### src/rtl/uart_ram_ctrl_pkg.sv
// Shared definitions for the serial RAM frame controller: frame constants,
// controller state encoding, transmit handshake phases, counter sizing helper.
package uart_ram_ctrl_pkg;

  localparam logic [7:0] HDR    = 8'hA5;
  localparam logic [7:0] CMD_WR = 8'h01;
  localparam logic [7:0] CMD_RD = 8'h02;
  localparam logic [7:0] ACK    = 8'h06;
  localparam logic [7:0] NAK    = 8'h15;

  typedef enum logic [3:0] {
    ST_IDLE,
    ST_CMD,
    ST_ADDR,
    ST_LEN,
    ST_DATA,
    ST_CHK,
    ST_RD_REQ,
    ST_RD_WAIT,
    ST_RD_SEND,
    ST_SUM_SEND,
    ST_RESP,
    ST_ERR
  } state_e;

  // Handshake with the byte transmitter: request, see busy rise, see busy fall.
  typedef enum logic [1:0] {
    SND_START,
    SND_RISE,
    SND_FALL
  } snd_e;

  // Idle counter only has to hold values up to t-1.
  function automatic int unsigned tmo_width(input int unsigned t);
    return (t < 2) ? 1 : $clog2(t);
  endfunction

endpackage

### src/rtl/uart_ram_ctrl_byte_strobe.sv
// uart_byte_strobe: turns the receiver busy flag into a registered byte
// strobe and watches for inter-byte silence inside a frame.
//   rx_data/rx_int : receiver byte and busy flag
//   tmo_en         : idle counting enabled (controller is mid-frame)
//   rx_vld/rx_byte : one-cycle strobe with the captured byte
//   rx_tmo         : idle count reached TIMEOUT with no strobe this cycle
module uart_byte_strobe
  import uart_ram_ctrl_pkg::*;
#(
  parameter int unsigned TIMEOUT = 100000
) (
  input  logic       clk,
  input  logic       rst_n,
  input  logic [7:0] rx_data,
  input  logic       rx_int,
  input  logic       tmo_en,
  output logic       rx_vld,
  output logic [7:0] rx_byte,
  output logic       rx_tmo
);

  localparam int unsigned CW = tmo_width(TIMEOUT);

  logic          rx_int_q;
  logic          vld_q;
  logic [7:0]    byte_q;
  logic [CW-1:0] idle_q, idle_d;
  logic          fall;

  assign fall    = rx_int_q & ~rx_int;
  assign rx_vld  = vld_q;
  assign rx_byte = byte_q;
  // A strobe in the terminal cycle wins over the timeout.
  assign rx_tmo  = tmo_en & ~vld_q & (idle_q == CW'(TIMEOUT - 1));

  always_comb begin
    idle_d = idle_q + 1'b1;
    if (!tmo_en || vld_q || rx_tmo) idle_d = '0;
  end

  always_ff @(posedge clk or negedge rst_n) begin
    if (!rst_n) begin
      rx_int_q <= 1'b0;
      vld_q    <= 1'b0;
      byte_q   <= '0;
      idle_q   <= '0;
    end else begin
      rx_int_q <= rx_int;
      vld_q    <= fall;
      if (fall) byte_q <= rx_data;
      idle_q   <= idle_d;
    end
  end

endmodule

### src/rtl/uart_ram_ctrl.sv
// uart_ram_ctrl: parses A5/CMD/ADDR/LEN/DATA/CHK frames from the byte
// receiver, writes or reads the byte RAM and answers through the transmitter.
//   rx_data/rx_int       : receiver byte / busy flag
//   ram_addr/we/wdata    : RAM write port and read address
//   ram_rdata            : RAM read data, one cycle after ram_addr
//   tx_start/tx_data     : transmit request and byte
//   tx_busy              : transmitter busy
//   busy                 : controller not idle
//   frame_ok / frame_err : frame result pulses
module uart_ram_ctrl
  import uart_ram_ctrl_pkg::*;
#(
  parameter int unsigned AW      = 8,
  parameter int unsigned TIMEOUT = 100000
) (
  input  logic          clk,
  input  logic          rst_n,
  input  logic [7:0]    rx_data,
  input  logic          rx_int,
  output logic [AW-1:0] ram_addr,
  output logic          ram_we,
  output logic [7:0]    ram_wdata,
  input  logic [7:0]    ram_rdata,
  output logic          tx_start,
  output logic [7:0]    tx_data,
  input  logic          tx_busy,
  output logic          busy,
  output logic          frame_ok,
  output logic          frame_err
);

  state_e        state_q, state_d;
  snd_e          snd_q, snd_d;
  logic          rd_q, rd_d;
  logic [AW-1:0] ptr_q, ptr_d;
  logic [7:0]    len_q, len_d, cnt_q, cnt_d;
  logic [7:0]    acc_q, acc_d, sum_q, sum_d, resp_q, resp_d;
  logic [AW-1:0] ram_addr_q, ram_addr_d;
  logic          ram_we_q, ram_we_d;
  logic [7:0]    ram_wdata_q, ram_wdata_d;
  logic          tx_start_q, tx_start_d;
  logic [7:0]    tx_data_q, tx_data_d;
  logic          frame_ok_q, frame_ok_d, frame_err_q, frame_err_d;

  logic       rx_vld, rx_tmo, tmo_en;
  logic [7:0] rx_byte;
  logic [7:0] snd_byte;

  assign tmo_en = state_q inside {ST_CMD, ST_ADDR, ST_LEN, ST_DATA, ST_CHK};

  uart_byte_strobe #(.TIMEOUT(TIMEOUT)) u_strobe (
    .clk     (clk),
    .rst_n   (rst_n),
    .rx_data (rx_data),
    .rx_int  (rx_int),
    .tmo_en  (tmo_en),
    .rx_vld  (rx_vld),
    .rx_byte (rx_byte),
    .rx_tmo  (rx_tmo)
  );

  assign ram_addr  = ram_addr_q;
  assign ram_we    = ram_we_q;
  assign ram_wdata = ram_wdata_q;
  assign tx_start  = tx_start_q;
  assign tx_data   = tx_data_q;
  assign frame_ok  = frame_ok_q;
  assign frame_err = frame_err_q;
  assign busy      = (state_q != ST_IDLE);
  assign snd_byte  = (state_q == ST_RESP) ? resp_q : sum_q;

  always_comb begin
    state_d     = state_q;
    snd_d       = snd_q;
    rd_d        = rd_q;
    ptr_d       = ptr_q;
    len_d       = len_q;
    cnt_d       = cnt_q;
    acc_d       = acc_q;
    sum_d       = sum_q;
    resp_d      = resp_q;
    ram_addr_d  = ram_addr_q;
    ram_we_d    = 1'b0;
    ram_wdata_d = ram_wdata_q;
    tx_start_d  = 1'b0;
    tx_data_d   = tx_data_q;
    frame_ok_d  = 1'b0;
    frame_err_d = 1'b0;

    unique case (state_q)
      ST_IDLE: begin
        if (rx_vld && rx_byte == HDR) begin
          state_d = ST_CMD;
          acc_d   = '0;
        end
      end
      ST_CMD, ST_ADDR, ST_LEN, ST_DATA, ST_CHK: begin
        if (rx_vld) begin
          acc_d = acc_q ^ rx_byte;
          unique case (state_q)
            ST_CMD: begin
              if (rx_byte == CMD_WR || rx_byte == CMD_RD) begin
                rd_d    = (rx_byte == CMD_RD);
                state_d = ST_ADDR;
              end else begin
                state_d = ST_ERR;
              end
            end
            ST_ADDR: begin
              ptr_d   = AW'(rx_byte);
              state_d = ST_LEN;
            end
            ST_LEN: begin
              len_d = rx_byte;
              cnt_d = '0;
              if (rx_byte == 8'd0) state_d = ST_ERR;
              else if (rd_q)       state_d = ST_CHK;
              else                 state_d = ST_DATA;
            end
            ST_DATA: begin
              ram_we_d    = 1'b1;
              ram_addr_d  = ptr_q;
              ram_wdata_d = rx_byte;
              ptr_d       = ptr_q + 1'b1;
              cnt_d       = cnt_q + 8'd1;
              if (cnt_q + 8'd1 == len_q) state_d = ST_CHK;
            end
            default: begin
              // Writes have already advanced ptr_q; a read still has ADDR there.
              if (rx_byte == acc_q) begin
                if (rd_q) begin
                  state_d    = ST_RD_REQ;
                  ram_addr_d = ptr_q;
                  cnt_d      = '0;
                  sum_d      = '0;
                end else begin
                  state_d    = ST_RESP;
                  resp_d     = ACK;
                  snd_d      = SND_START;
                  frame_ok_d = 1'b1;
                end
              end else begin
                state_d     = ST_RESP;
                resp_d      = NAK;
                snd_d       = SND_START;
                frame_err_d = 1'b1;
              end
            end
          endcase
        end else if (rx_tmo) begin
          state_d     = ST_IDLE;
          frame_err_d = 1'b1;
        end
      end
      ST_RD_REQ: state_d = ST_RD_WAIT;
      ST_RD_WAIT: begin
        tx_data_d  = ram_rdata;
        tx_start_d = 1'b1;
        sum_d      = sum_q ^ ram_rdata;
        snd_d      = SND_RISE;
        state_d    = ST_RD_SEND;
      end
      ST_RD_SEND: begin
        if (snd_q == SND_RISE) begin
          if (tx_busy) snd_d = SND_FALL;
        end else if (!tx_busy) begin
          if (cnt_q + 8'd1 == len_q) begin
            state_d    = ST_SUM_SEND;
            snd_d      = SND_START;
            frame_ok_d = 1'b1;
          end else begin
            state_d    = ST_RD_REQ;
            cnt_d      = cnt_q + 8'd1;
            ptr_d      = ptr_q + 1'b1;
            ram_addr_d = ptr_q + 1'b1;
          end
        end
      end
      ST_RESP, ST_SUM_SEND: begin
        unique case (snd_q)
          SND_START: begin
            if (!tx_busy) begin
              tx_start_d = 1'b1;
              tx_data_d  = snd_byte;
              snd_d      = SND_RISE;
            end
          end
          SND_RISE: if (tx_busy) snd_d = SND_FALL;
          default:  if (!tx_busy) state_d = ST_IDLE;
        endcase
      end
      ST_ERR: begin
        frame_err_d = 1'b1;
        resp_d      = NAK;
        snd_d       = SND_START;
        state_d     = ST_RESP;
      end
      default: state_d = ST_IDLE;
    endcase
  end

  always_ff @(posedge clk or negedge rst_n) begin
    if (!rst_n) begin
      state_q     <= ST_IDLE;
      snd_q       <= SND_START;
      rd_q        <= 1'b0;
      ptr_q       <= '0;
      len_q       <= '0;
      cnt_q       <= '0;
      acc_q       <= '0;
      sum_q       <= '0;
      resp_q      <= '0;
      ram_addr_q  <= '0;
      ram_we_q    <= 1'b0;
      ram_wdata_q <= '0;
      tx_start_q  <= 1'b0;
      tx_data_q   <= '0;
      frame_ok_q  <= 1'b0;
      frame_err_q <= 1'b0;
    end else begin
      state_q     <= state_d;
      snd_q       <= snd_d;
      rd_q        <= rd_d;
      ptr_q       <= ptr_d;
      len_q       <= len_d;
      cnt_q       <= cnt_d;
      acc_q       <= acc_d;
      sum_q       <= sum_d;
      resp_q      <= resp_d;
      ram_addr_q  <= ram_addr_d;
      ram_we_q    <= ram_we_d;
      ram_wdata_q <= ram_wdata_d;
      tx_start_q  <= tx_start_d;
      tx_data_q   <= tx_data_d;
      frame_ok_q  <= frame_ok_d;
      frame_err_q <= frame_err_d;
    end
  end

endmodule

### config.mk
export PLATFORM = sky130hd
export DESIGN_NAME = uart_ram_ctrl
export DESIGN_NICKNAME = d
export VERILOG_FILES = /design/src/rtl/uart_ram_ctrl_pkg.sv /design/src/rtl/uart_ram_ctrl_byte_strobe.sv /design/src/rtl/uart_ram_ctrl.sv
export SDC_FILE = /design/constraint.sdc
export NUM_CORES = 1
export LEC_CHECK = 0
export ABC_AREA = 1
export BUFFER_PORTS_ARGS = -buffer_cell sky130_fd_sc_hd__clkbuf_2
export CAP_MARGIN = 20
export CORE_MARGIN = 4
export CORE_UTILIZATION = 67
export CTS_BUF_LIST = sky130_fd_sc_hd__clkbuf_8
export CTS_CLUSTER_DIAMETER = 30
export CTS_CLUSTER_SIZE = 20
export DETAILED_ROUTE_END_ITERATION = 16
export GPL_TIMING_DRIVEN = 0
export HOLD_SLACK_MARGIN = 0.15
export PLACE_DENSITY_LB_ADDON = 0.12
export SLEW_MARGIN = 5
export SYNTH_ARGS = -nofsm -noshare
export SYNTH_HDL_FRONTEND = slang
export SYNTH_SLANG_ARGS = --single-unit
### constraint.sdc
create_clock -name clk -period 2.8 [get_ports clk]
set_input_delay 0 -clock clk [delete_from_list [all_inputs] [get_ports clk]]
set_output_delay 0 -clock clk [all_outputs]
set_load 0.05 [all_outputs]
# Yosys cells after proc, flatten, opt, wreduce, memory -nomap -nowiden
# Index checks and enable logic that the tools add are counted.
word_totals:
  input_bits: 20
  output_inout_bits: 29
  elab_cells: 188
  register_bits: 110
classes:
  mux: 81
  n_eq_ne: 43
  n_addsub: 3
  reduce_logical: 34
  bitwise_logic: 7
ops:
  columns: ["op", "n"]
  rows:
  - ["two-way mux 8 bit", 24]
  - ["case mux 8 bit (2 select lines)", 9]
  - ["two-way mux 4 bit", 13]
  - ["case mux 4 bit (7 select lines)", 1]
  - ["!= test 2 bit (second input constant)", 12]
  - ["!= test 3 bit (second input constant)", 8]
  - ["case mux 8 bit (3 select lines)", 1]
  - ["AND reduction 8 bit", 3]
  - ["two-way mux 2 bit", 9]
  - ["adder 17 x 1 -> 17 bit (second input constant)", 1]
  - ["== test 17 bit (second input constant)", 1]
  - ["two-way mux 1 bit", 17]
  - ["two-way mux 17 bit", 1]
  - ["adder 8 x 1 -> 8 bit (second input constant)", 2]
  - ["== test 4 x 3 -> 1 bit (second input constant)", 4]
  - ["== test 4 bit (second input constant)", 4]
  - ["== test 8 bit", 2]
  - ["case mux 4 bit (4 select lines)", 1]
  - ["XOR 8 bit", 2]
  - ["!= test 4 bit (second input constant)", 3]
  - ["AND reduction 3 bit", 4]
  - ["case mux 2 bit (5 select lines)", 1]
  - ["nonzero test 2 bit", 5]
  - ["nonzero test 5 bit", 2]
  - ["27 further kinds", 38]

# Depth between registers and ports, before layout
depth:
  ltp_word: 7
  ltp_mapped: 14
  ltp_nobuf: 14

# Modules after synthesis
# Synthesis repeated with hierarchy kept, for this count alone.
hier_totals:
  cells_unflattened: 791
  hier_area_um2: 5939.4
modules_own_cells:
  columns: ["module", "instances", "seq_area_each_um2", "cells_each", "area_each_um2"]
  rows:
  - ["uart_ram_ctrl", 1, 1951.9, 622, 4621.9]
  - ["uart_byte_strobe", 1, 675.6, 169, 1317.5]

# Worst setup path before layout
# OpenSTA, ideal clock, no wires.
synth_timing:
  path_kind: "reg-to-reg"
  from: "register cnt_q[1]"
  to: "register ram_addr_q[7], in the netlist ram_addr[7]"
  t_required_ps: 2681
  stages_incl_launch_ff: 12
  setup_slack_ps: 940
  setup_ps: 119
  path_buffers: 2
  arrival_time_ps: 1740
  synth_period_minus_slack_ps: 1860
  cell_sequence: "dfrtp_1 > ha_1 > xnor2_1 > nand2_1 > nor2_1 > nand3_1 > nor2_2 > nand3_4 > buf_6 > buf_8 > nand4_1 > nand2_1"
synth_via:
  elab_chain_len: 4
synth_lines:
  columns: ["element", "line", "text"]
  rows:
  - ["from (decl)", "uart_ram_ctrl.sv:36", "logic [7:0] len_q, len_d, cnt_q, cnt_d;"]
  - ["from (signal assigned)", "uart_ram_ctrl.sv:226", "cnt_q <= cnt_d;"]
  - ["adder 8 x 1 -> 8 bit", "uart_ram_ctrl.sv:167", "if (cnt_q + 8'd1 == len_q) begin"]
  - ["== test 8 bit", "uart_ram_ctrl.sv:167", null]
  - ["!= test 2 bit (no source line)", null, null]
  - ["AND reduction 8 bit (no source line)", null, null]
  - ["to (signal assigned)", "uart_ram_ctrl.sv:230", "ram_addr_q <= ram_addr_d;"]
  - ["to (decl)", "uart_ram_ctrl.sv:38", "logic [AW-1:0] ram_addr_q, ram_addr_d;"]
# No other way between the ends.
# A chain may end at the register's enable or synchronous reset.

# Worst setup path in the final report
layout_timing:
  from: "register u_strobe.byte_q[3], in the netlist u_strobe.rx_byte[3]"
  to: "register sum_q[2]"
layout_via:
  elab_chain_len: 3
layout_lines:
  columns: ["element", "line", "text"]
  rows:
  - ["from (decl)", "uart_ram_ctrl_byte_strobe.sv:26", "logic [7:0] byte_q;"]
  - ["from (signal assigned)", "uart_ram_ctrl_byte_strobe.sv:50", "if (fall) byte_q <= rx_data;"]
  - ["== test 8 bit", "uart_ram_ctrl.sv:130", "if (rx_byte == acc_q) begin"]
  - ["!= test 2 bit (no source line)", null, null]
  - ["AND reduction 5 bit (no source line)", null, null]
  - ["to (signal assigned)", "uart_ram_ctrl.sv:228", "sum_q <= sum_d;"]
  - ["to (decl)", "uart_ram_ctrl.sv:37", "logic [7:0] acc_q, acc_d, sum_q, sum_d, resp_q, resp_d;"]
# No other way between the ends.

==> impl_metrics.prom <==
# TYPE chip_impl_metric gauge
chip_impl_metric{name="synth-xor-area-share",unit=""} 0.03166
chip_impl_metric{name="syn_inst",unit=""} 753
chip_impl_metric{name="io-pin-count",unit=""} 49
chip_impl_metric{name="hold-worst-slack",unit="ns"} 0.2744
chip_impl_metric{name="dpl-instance-area",unit="mm2"} 0.006190
chip_impl_metric{name="worst_path_largest_cell_delay",unit="ns"} 0.44
chip_impl_info{name="grt_setup_unrepaired",value="false"} 1
chip_impl_metric{name="areaGrowthSynthToFinish",unit="%"} 12.90
chip_impl_info{name="yosys.cell_count.top_type",value="sky130_fd_sc_hd__nand2_1"} 1
chip_impl_metric{name="relSlewSlack",unit=""} 0.4457
chip_impl_metric{name="post_synthesis_cell_area",unit="mm2"} 0.005809
chip_impl_metric{name="yosysWarningCount",unit=""} 0
chip_impl_metric{name="synth_edf_count",unit=""} 0
chip_impl_metric{name="mappedNetlistNets",unit=""} 776
chip_impl_info{name="classification_of_the_worst_slack_hold_path",value="in -> async"} 1
chip_impl_metric{name="cap_viol_max_count",unit=""} 0
chip_impl_metric{name="place_ws",unit="ns"} 0.5287
chip_impl_metric{name="synth_top_area_share",unit=""} 0.4523
chip_impl_metric{name="portBuffers",unit=""} 48
chip_impl_info{name="tritoncts_clock_tree",value="yes"} 1
chip_impl_metric{name="post-route-cell-area",unit="mm2"} 0.006559
chip_impl_metric{name="drt_wl_total",unit="mm"} 14.51
chip_impl_metric{name="fmax",unit="MHz"} 430.5
chip_impl_metric{name="fin_skew",unit="ns"} 0.01100
chip_impl_metric{name="met3_wirelength",unit="um"} 931
chip_impl_metric{name="worst_skew_pair_latency",unit="ns"} 0.37
chip_impl_metric{name="number_of_buffers_inserted_during_clock_tree_synthesis",unit=""} 9
chip_impl_metric{name="routedLengthMet1",unit="mm"} 6.065
chip_impl_metric{name="detailed_place_hpwl",unit="mm"} 10.28
chip_impl_info{name="topRoutingLayerUsed",value="met4"} 1
chip_impl_metric{name="initial_antenna_violation_count",unit=""} 0
chip_impl_info{name="path_class",value="reg -> reg"} 1
chip_impl_info{name="top_cells_by_instance_count_after_synthesis",value="sky130_fd_sc_hd__nand2_1 (251), sky130_fd_sc_hd__dfrtp_1 (105), sky130_fd_sc_hd__inv_1 (73)"} 1
chip_impl_metric{name="first_pass_iters",unit=""} 7
chip_impl_metric{name="design.core.area",unit="mm2"} 0.008341
chip_impl_metric{name="final_period_minus_worst_setup_slack",unit="ns"} 2.323
chip_impl_metric{name="floorplan.rows",unit=""} 33
chip_impl_info{name="synth.top_cells.by_area",value="sky130_fd_sc_hd__dfrtp_1 (45%), sky130_fd_sc_hd__nand2_1 (16%), sky130_fd_sc_hd__o21ai_0 (4.8%)"} 1
chip_impl_metric{name="grt_start_max_net_pins",unit=""} 106
chip_impl_metric{name="yosys-mux-area-fraction",unit=""} 0
chip_impl_info{name="main_combinational_cell_family_by_area_after_synthesis",value="simple AND/OR/NAND/NOR gates"} 1
chip_impl_metric{name="fill_cells",unit=""} 614
chip_impl_metric{name="setup_ws",unit="ns"} 0.4772
chip_impl_info{name="post-synth-top-area-cell",value="sky130_fd_sc_hd__dfrtp_1"} 1
chip_impl_metric{name="synth_async_sr_flop_share",unit=""} 1.000
chip_impl_metric{name="peak_supply_drop",unit="V"} 0.0006636
chip_impl_metric{name="path_buf_inv",unit=""} 1
chip_impl_metric{name="grt_util_all_layers",unit=""} 0.3038
chip_impl_metric{name="setup_bufs_post_cts",unit=""} 0
chip_impl_metric{name="fp.dieW",unit="um"} 101.1
chip_impl_metric{name="numClockSinks",unit=""} 105
chip_impl_metric{name="remaining_drc_errors",unit=""} 0
chip_impl_metric{name="postSynthRegisterBits",unit=""} 105
chip_impl_metric{name="synth_cell_types",unit=""} 43
chip_impl_metric{name="slew_viol_final",unit=""} 0
chip_impl_metric{name="floorplan.die_area",unit="mm2"} 0.01022
chip_impl_metric{name="final.period_utilization",unit=""} 0.8296
chip_impl_metric{name="timing.critical_path.fanout_max",unit=""} 8
chip_impl_info{name="most_used_cell_cp",value="sky130_fd_sc_hd__nand2_1"} 1
chip_impl_info{name="clock_tree.root_cell",value="sky130_fd_sc_hd__clkbuf_8"} 1
chip_impl_metric{name="first_iter_violations",unit=""} 391
chip_impl_metric{name="viasPerCell",unit=""} 5.800
chip_impl_metric{name="first_global_vias",unit=""} 5443
chip_impl_metric{name="globalRoute.totalOverflow",unit=""} 0
chip_impl_metric{name="setup_viol",unit=""} 0
chip_impl_metric{name="htree_levels",unit=""} 3
chip_impl_info{name="cp_cell_sequence",value="inv_1 -> nand2_1 -> nand2_1 -> nand2_1 -> nor2_1 -> nand3_1 -> nand2_1 -> o2111ai_1 -> nand2_1 -> o21ai_0"} 1
chip_impl_metric{name="arrival",unit="ns"} 2.55
chip_impl_info{name="dominantRegCellSynth",value="sky130_fd_sc_hd__dfrtp_1"} 1
chip_impl_metric{name="die_y",unit="um"} 101.1
chip_impl_info{name="outcome",value="finished, final reports clean"} 1
chip_impl_metric{name="synth_area_in_compound_gates",unit=""} 0.1034
chip_impl_metric{name="route.antenna.remaining_nets",unit=""} 0
chip_impl_metric{name="worst-slew-pin-transition",unit="ns"} 0.8315
chip_impl_metric{name="num-nets-final",unit=""} 854
chip_impl_metric{name="syn_area_per_cell",unit="um2"} 7.715
chip_impl_metric{name="power.leakage",unit="nW"} 3.209
chip_impl_metric{name="yosys.area_share.adder",unit=""} 0.006461
chip_impl_metric{name="post_cts.resized_instances",unit=""} 0
chip_impl_info{name="timing.critical_path.max_delay_family",value="simple AND/OR/NAND/NOR gates"} 1
chip_impl_metric{name="avgRoutedWirePerCell",unit="um"} 15.43
chip_impl_metric{name="post_synthesis_share_of_cell_area_spent_on_and_or_nand_and_nor_gates",unit=""} 0.3317
chip_impl_metric{name="accumulated_negative_setup_slack",unit="ns"} 0
chip_impl_metric{name="antenna-diode-count",unit=""} 0
chip_impl_metric{name="design_power_total",unit="mW"} 6.508
chip_impl_metric{name="cts_max_path_bufs",unit=""} 2
chip_impl_info{name="crit_path_top_delay_cell",value="sky130_fd_sc_hd__dfrtp_1"} 1
chip_impl_metric{name="met2RoutedLength",unit="mm"} 7.166
chip_impl_metric{name="hold_viol_final",unit=""} 0
chip_impl_metric{name="grt_pass1_wl",unit="mm"} 25.07
chip_impl_info{name="critPathCaptureType",value="flop"} 1
chip_impl_metric{name="globalplace.congestion",unit=""} 0.9585
chip_impl_metric{name="seq_area_frac_synth",unit=""} 0.4523
chip_impl_metric{name="start_util",unit=""} 0.6965
chip_impl_info{name="worst_setup_path_start_kind",value="flop"} 1
chip_impl_metric{name="critical_path_required",unit="ns"} 3.02
chip_impl_metric{name="cts_hold_buf",unit=""} 19
chip_impl_metric{name="vias",unit=""} 5452
chip_impl_metric{name="fraction_of_final_layout_cells_sized_beyond_drive_strength_1",unit=""} 0.1305
chip_impl_metric{name="path_clk_slew",unit="ns"} 0.10
chip_impl_metric{name="pwr_density_cell",unit="mW/mm2"} 992.3
[final timing paths]
| path | startpoint | endpoint | slack, ns | depth (start not counted) |
|---|---|---|---|---|
| hold / removal | rst_n | ram_wdata[3] | 0.27 | 2 |
| setup / recovery | u_strobe.rx_byte[3] | sum_q[2] | 0.48 | 10 |
| hold reg to reg | u_strobe.idle_q[0] | u_strobe.idle_q[0] | 0.48 | 1 |
| min in group clk | rx_int | u_strobe.rx_int_q | 0.29 | 2 |
| max in group asynchronous | rst_n | ptr_q[6] | 1.93 | 2 |
| setup reg to reg | u_strobe.rx_byte[3] | sum_q[2] | 0.48 | 10 |
[placed cells by master (no fill, tap or decap), types with 9 or more instances in the layout]
cell type	n
sky130_fd_sc_hd__nand3_1	41
sky130_fd_sc_hd__clkbuf_2	47
sky130_fd_sc_hd__o21ai_0	56
sky130_fd_sc_hd__clkbuf_8	11
sky130_fd_sc_hd__nor2_1	61
sky130_fd_sc_hd__nand2_1	251
sky130_fd_sc_hd__nand4_1	33
sky130_fd_sc_hd__dfrtp_1	105
sky130_fd_sc_hd__xnor2_1	12
sky130_fd_sc_hd__dlygate4sd3_1	19
sky130_fd_sc_hd__xor2_1	9
sky130_fd_sc_hd__a21oi_1	11
sky130_fd_sc_hd__inv_1	74
[per-stage QoR]
step                      utilization  std cells
after floorplan                     -        753
after global placement         0.7411        906
after detailed placement       0.7421        906
after CTS                      0.7864        940
after global routing           0.7864        940
final                          0.7864        940
[cell families after synthesis]
family	after synthesis
and+or+nand+nor	429
adders and majority gates	3
xor gates and xnor gates	21
AOI/OAI and AO/OA	97
DFF	105
buffers and inverters	98
[cell type report]
class                      count  area, um2  share of cell area
multi-input combinational    550       2749              0.4191
sequential                   105       2628              0.4006
timing repair buffer          67      439.2             0.06696
inverter                      81      306.5             0.04674
clock buffer                  10      137.6             0.02098
tap                          105      131.4             0.02003
buffer                        17      126.4             0.01927
clock inverter                 5      41.29            0.006295
[sequential cells by signal, indices dropped and copies added, names as in the netlist]
| name | count |
|---|---|
| acc_q | 8 |
| cnt_q | 8 |
| frame_err | 1 |
| frame_ok | 1 |
| len_q | 8 |
| ptr_q | 8 |
| ram_addr | 8 |
| ram_wdata | 8 |
| ram_we | 1 |
| rd_q | 1 |
| resp_q | 3 |
| snd_q | 2 |
| state_q | 4 |
| sum_q | 8 |
| tx_data | 8 |
| tx_start | 1 |
| u_strobe.idle_q | 17 |
| u_strobe.rx_byte | 8 |
| u_strobe.rx_int_q | 1 |
| u_strobe.rx_vld | 1 |
[worst reg2reg max path: cells and delay by family, from the launching register on]
| family | cells | cell delay [ns] |
|---|---|---|
| AND/OR/NAND/NOR | 7 | 0.98 |
| AO/OA/AOI/OAI | 2 | 0.51 |
| flip-flops | 1 | 0.44 |
| buffers and inverters | 1 | 0.25 |
[power by group]
part	leakage, nW	total (mW)	switching [mW]	internal, mW
sequential	1.39	2.23	0.318	1.91
combinational	1.72	3.40	2.44	0.960
clock	0.0960	0.880	0.527	0.353
total	3.21	6.51	3.29	3.22
[layer usage]
metal  vias up  global-route usage
met5         -                   0
met4         0              0.1053
met3        40             0.04221
met2       208              0.5156
met1      2593              0.4008
li1       2611                   -
No activity file was read; power rests on OpenSTA's default activity.
